### src/rtl/grid_router_rx_link_trainer.sv
// Receive-side link trainer: sequences deserializer reset, bit-slips until the training
// pattern is seen pMatchNeeded times in a row, then supervises the link.
// Optional idle-fill monitor in LINK_UP: define GRID_ROUTER_RX_IDLE_MON_EN.
module grid_router_rx_link_trainer #(
    parameter int                pWidth        = 10,
    parameter logic [pWidth-1:0] pTrainPattern = 10'h17C,
    parameter int                pRstCycles    = 8,
    parameter int                pSettleCycles = 16,
    parameter int                pMatchNeeded  = 32,
    parameter int                pMaxFails     = 255
`ifdef GRID_ROUTER_RX_IDLE_MON_EN
    ,
    parameter int                pIdleTimeout  = 4096
`endif
) (
    input  logic              clk,
    input  logic              rst,
    input  logic              locked,
    input  logic              retrain,
    input  logic [pWidth-1:0] rx_data,
    output logic              serdes_rst,
    output logic              bitslip,
    output logic              link_up,
    output logic [3:0]        slip_cnt,
    output logic [7:0]        fail_cnt
);

    localparam int TW = 16;
    localparam int MW = $clog2(pMatchNeeded + 1);
    localparam logic [TW-1:0] RST_LOAD    = TW'(pRstCycles);
    localparam logic [TW-1:0] SETTLE_LOAD = TW'(pSettleCycles);
    localparam logic [MW-1:0] MATCH_LAST  = MW'(pMatchNeeded - 1);
    localparam logic [3:0]    SLIP_LAST   = 4'(pWidth - 1);
    localparam logic [7:0]    MAX_FAILS   = 8'(pMaxFails);
`ifdef GRID_ROUTER_RX_IDLE_MON_EN
    localparam int            IW          = $clog2(pIdleTimeout + 1);
    localparam logic [IW-1:0] IDLE_LAST   = IW'(pIdleTimeout - 1);
`endif

    typedef enum logic [2:0] {
        WAIT_LOCK,
        RST_SERDES,
        SETTLE,
        SEARCH,
        SLIP,
        LINK_UP
    } state_t;

    state_t          state;
    logic            sync_ff;
    logic            lock_s;
    logic [TW-1:0]   timer;
    logic [MW-1:0]   match_cnt;
`ifdef GRID_ROUTER_RX_IDLE_MON_EN
    logic [IW-1:0]   idle_cnt;
`endif

    function automatic logic [7:0] sat_inc(input logic [7:0] v);
        return (v == MAX_FAILS) ? v : v + 8'd1;
    endfunction

    always_ff @(posedge clk) begin
        if (rst) begin
            state      <= WAIT_LOCK;
            sync_ff    <= 1'b0;
            lock_s     <= 1'b0;
            timer      <= '0;
            match_cnt  <= '0;
            serdes_rst <= 1'b1;
            bitslip    <= 1'b0;
            link_up    <= 1'b0;
            slip_cnt   <= '0;
            fail_cnt   <= '0;
`ifdef GRID_ROUTER_RX_IDLE_MON_EN
            idle_cnt   <= '0;
`endif
        end else begin
            sync_ff <= locked;
            lock_s  <= sync_ff;
            bitslip <= 1'b0;

            // Lock loss outranks retrain; both outrank whatever the state was about to do.
            if (state != WAIT_LOCK && !lock_s) begin
                state      <= WAIT_LOCK;
                serdes_rst <= 1'b1;
                link_up    <= 1'b0;
            end else if (state != WAIT_LOCK && retrain) begin
                state      <= RST_SERDES;
                timer      <= RST_LOAD;
                serdes_rst <= 1'b1;
                link_up    <= 1'b0;
            end else begin
                case (state)
                    WAIT_LOCK: begin
                        serdes_rst <= 1'b1;
                        link_up    <= 1'b0;
                        if (lock_s) begin
                            timer <= RST_LOAD;
                            state <= RST_SERDES;
                        end
                    end
                    RST_SERDES: begin
                        if (timer <= TW'(1)) begin
                            serdes_rst <= 1'b0;
                            timer      <= SETTLE_LOAD;
                            slip_cnt   <= '0;
                            match_cnt  <= '0;
                            state      <= SETTLE;
                        end else begin
                            timer <= timer - TW'(1);
                        end
                    end
                    SETTLE: begin
                        if (timer <= TW'(1)) begin
                            match_cnt <= '0;
                            state     <= SEARCH;
                        end else begin
                            timer <= timer - TW'(1);
                        end
                    end
                    SEARCH: begin
                        if (rx_data == pTrainPattern) begin
                            if (match_cnt == MATCH_LAST) begin
                                link_up <= 1'b1;
                                state   <= LINK_UP;
`ifdef GRID_ROUTER_RX_IDLE_MON_EN
                                idle_cnt <= '0;
`endif
                            end else begin
                                match_cnt <= match_cnt + MW'(1);
                            end
                        end else begin
                            match_cnt <= '0;
                            state     <= SLIP;
                        end
                    end
                    SLIP: begin
                        bitslip  <= 1'b1;
                        slip_cnt <= slip_cnt + 4'd1;
                        // Every bit position has been tried: restart the deserializer.
                        if (slip_cnt == SLIP_LAST) begin
                            fail_cnt   <= sat_inc(fail_cnt);
                            timer      <= RST_LOAD;
                            serdes_rst <= 1'b1;
                            state      <= RST_SERDES;
                        end else begin
                            timer <= SETTLE_LOAD;
                            state <= SETTLE;
                        end
                    end
                    LINK_UP: begin
                        link_up <= 1'b1;
`ifdef GRID_ROUTER_RX_IDLE_MON_EN
                        // Transmitter inserts the training word as idle fill; a long gap means misalignment.
                        if (rx_data == pTrainPattern) begin
                            idle_cnt <= '0;
                        end else if (idle_cnt == IDLE_LAST) begin
                            fail_cnt   <= sat_inc(fail_cnt);
                            timer      <= RST_LOAD;
                            serdes_rst <= 1'b1;
                            link_up    <= 1'b0;
                            state      <= RST_SERDES;
                        end else begin
                            idle_cnt <= idle_cnt + IW'(1);
                        end
`endif
                    end
                    default: state <= WAIT_LOCK;
                endcase
            end
        end
    end

endmodule
### config.mk
export PLATFORM = sky130hd
export DESIGN_NAME = grid_router_rx_link_trainer
export DESIGN_NICKNAME = d
export VERILOG_FILES = /design/src/rtl/grid_router_rx_link_trainer.sv
export SDC_FILE = /design/constraint.sdc
export NUM_CORES = 1
export LEC_CHECK = 0
export BUFFER_PORTS_ARGS = -buffer_cell sky130_fd_sc_hd__buf_4
export CORE_MARGIN = 3
export CORE_UTILIZATION = 55
export CTS_BUF_LIST = sky130_fd_sc_hd__clkbuf_4 sky130_fd_sc_hd__clkbuf_8
export DETAILED_ROUTE_END_ITERATION = 12
export PLACE_DENSITY = 0.87
export SYNTH_ARGS = -nofsm -noshare
export SYNTH_HDL_FRONTEND = slang
export SYNTH_SLANG_ARGS = --single-unit
### constraint.sdc
create_clock -name clk -period 5.9 [get_ports clk]
set_input_delay 0.885 -clock clk [delete_from_list [all_inputs] [get_ports clk]]
set_output_delay 0.885 -clock clk [all_outputs]
set_load 0.05 [all_outputs]
==> run_results.csv <==
group,metric,value,unit
floorplan,core-area,4140,µm²
placement,post-place-ws,3.12,ns
synth,synth_xor_area_share,4.65,%
timing,relSlewSlack,26.5,%
synth,synth-seq-cells,42,
cts,cts.clk_slew.worst_paths,0.09,ns
floorplan,die_h,72.7,µm
outcome,status,"finished clean",
synth,synth_most_common_cell,"dfxtp_1",
cts,hold_buffers,0,
detailed_routing,route.antenna.remaining_nets,0,
timing,setup_viol,0,
timing,finalCriticalPeriod,2.72,ns
cts,cts_buffers,5,
power_and_ir_drop,power_leakage,0.968,nW
cts,clock_latency,0.31,ns
cts,cts.sinks,42,
synth,synth_top_family_by_area,"simple AND/OR/NAND/NOR gates",
cts,post_cts_resized,0,
timing,finalWorstSetupSlack,3.18,ns
timing,clock_skew,0.0102,ns
synth,synth_cells,295,
synth,postSynth.asyncResetShare,0,%
timing,grt_setup_unrepaired,"no",
floorplan,io_pins,29,
grt,grt_pass1_wl,9630,µm
placement,place.gp.congestion,0.895,
cts,cts-root-buf,"clkbuf_8",
power_and_ir_drop,power.density,212,nW/µm²
synth,synth_flop_cell,"dfxtp_1",
floorplan,die_area,5290,µm²
floorplan,die_x,72.7,µm
synth,ys_top_cells_by_count,"dfxtp_1 (42), nor2_1 (26), nand2_1 (18), o31ai_1 (16), a21oi_1 (14)",
flow_run,drv_cap,0,
detailed_routing,drt-total-wl,5760,µm
placement,port_buffers,28,
final_layout,drive_above_1_share,15.9,%
detailed_routing,vias_per_cell,6.57,
cts,h-tree-depth,2,
synth,synth_edf_count,0,
setup_path,path_cells,"nor4_1 > nand4_1 > o31ai_2 > xor2_1 > a211oi_1",
synth,muxShareOfSynthArea,0.460,%
synth,seq_area_frac_synth,34.3,%
detailed_routing,via_count,2432,
setup_path,critPathBufInv,0,
synth,synth_compound_area_share,22.8,%
synth,synthTopCellsByArea,"dfxtp_1 (34%), o31ai_1 (4.9%), nor2_1 (4.0%)",
synth,syn-num-nets,315,
synth,synth_cell_type_count,56,
synth,synth_top_area_cell,"dfxtp_1",
final_layout,syn_to_final_growth,13.3,%
synth,yosys.area_share.adder,3.47,%
grt,grt_pass1_vias,2109,
detailed_routing,drt-initial-drc-count,243,
detailed_routing,drc_errors,0,
power_and_ir_drop,ir_drop,0.000144,V
timing,max_freq,367,MHz
cts,clockBufferDepth,2,
grt,grt_usage,22.4,%
cts,cts_tree,"built",
min_path,hold_class,"reg -> reg",
grt,overflow,0,
detailed_routing,dr.pass1.iters,5,
floorplan,start_util,59.1,%
setup_path,start_kind,"flip-flop",
final_layout,n_antenna_cell,0,
grt,grt_max_degree,39,
setup_path,path_max_fanout,10,
floorplan,rows,23,
setup_path,critPathMaxStageDelay,0.70,ns
timing,fin_setup_tns,0,ns
setup_path,cp.required,6.12,ns
synth,yosys.area_share.simple,30.8,%
synth,syn_area,2450,µm²
setup_path,cp.arrival,2.94,ns
final_layout,n_fill_cell,362,
setup_path,critical_path.top_delay_family,"simple AND/OR/NAND/NOR gates",
timing,hold_viol,0,
cts,cts_post_setup_buffers_inserted,0,
synth,yosysWarningCount,0,
final_layout,postLayoutCoreUtil,67.0,%
timing,finalCritPeriodShare,46.2,%
setup_path,slowest_stage,"nor4_1",
synth,synth_area_per_cell,8.30,µm²
detailed_routing,routedWlPerCell,15.6,µm
final_layout,fin_nets,339,
timing,slew_violations,0,
synth,synth_top_area_share,34.3,%
setup_path,worstSetupPathType,"reg -> reg",
grt,antenna_found_initial,0,
placement,hpwl,3990,µm
setup_path,worst_setup_path_end_kind,"flip-flop",
timing,worst_pin_slew,1.09,ns
## final timing paths
kind	startpoint	to	slack, ns	depth (start not counted)
hold reg to reg	sync_ff	lock_s	0.45	1
setup / recovery	timer[9]	timer[2]	3.18	5
hold / removal	sync_ff	lock_s	0.45	1
setup reg to reg	timer[9]	timer[2]	3.18	5
## cells by family (layout without fill, tap and decap cells)
family	after synthesis	in the layout
DFF	42	42
muxes	1	1
xor gates and xnor gates	13	13
buffers and inverters	22	47
adders and majority gates	7	7
and+or+nand+nor	132	132
AOI/OAI and AO/OA	78	78
## flip-flops by register name (all words and copies together), names as in the netlist
| name | flops |
|---|---|
| match_cnt | 6 |
| link_up | 1 |
| bitslip | 1 |
| sync_ff | 1 |
| fail_cnt | 8 |
| timer | 16 |
| state | 3 |
| slip_cnt | 4 |
| lock_s | 1 |
| serdes_rst | 1 |
## power by group
group | switching (mW) | leakage, nW | internal, mW
logic | 0.0617 | 0.584 | 0.0369
registers | 0.00825 | 0.340 | 0.290
clock network | 0.108 | 0.0441 | 0.0832
## per-layer routing
| layer | share of wire [%] | wire [µm] | GRT usage [%] |
|---|---|---|---|
| met1 | 44 | 2550 | 31.3 |
| met2 | 48 | 2750 | 33.8 |
| met3 | 6.7 | 385 | 3.99 |
| met4 | 1.5 | 86 | 9.63 |
| met5 | 0 | 0 | 0 |
## final cells by class
| cell class | count | area [µm²] | area share [%] |
|---|---|---|---|
| Clock inverter | 3 | 21.3 | 0.766 |
| Sequential cell | 42 | 841 | 30.3 |
| Tap cell | 50 | 62.6 | 2.25 |
| Multi-Input combinational cell | 231 | 1520 | 54.9 |
| Inverter | 9 | 33.8 | 1.22 |
| Timing Repair Buffer | 30 | 225 | 8.12 |
| Clock buffer | 5 | 68.8 | 2.48 |
## layout by cell type (no fill, tap or decap), drive strengths merged, types with 6 or more instances in the layout
cell type  netlist  final
nor2            26     26
nand2           18     18
nand3            7      7
a221oi          10     10
ha               6      6
dfxtp           42     42
nor4             8      8
a211oi           9      9
o21ai            8      8
xnor2            9      9
a21oi           14     14
nor2b            9      9
buf              1     30
nand4            7      7
nor3            11     11
or4             12     12
or3              7      7
inv              9      9
o31ai           17     17
## through the flow
| step | power (mW) | std cells | cell area (µm²) | hold slack [ns] |
|---|---|---|---|---|
| 6_report | 0.588 | 370 | 2780 | 0.449 |
| 5_1_grt | 0.614 | 370 | 2780 | 0.462 |
| 4_1_cts | 0.589 | 370 | 2780 | 0.455 |
| 3_5_place_dp | 0.401 | 362 | 2690 | 0.434 |
| 3_3_place_gp | 0.398 | 362 | 2690 | 0.421 |
| 2_1_floorplan | 0.376 | 295 | 2450 | 0.414 |
No activity file was read; power rests on OpenSTA's default activity.
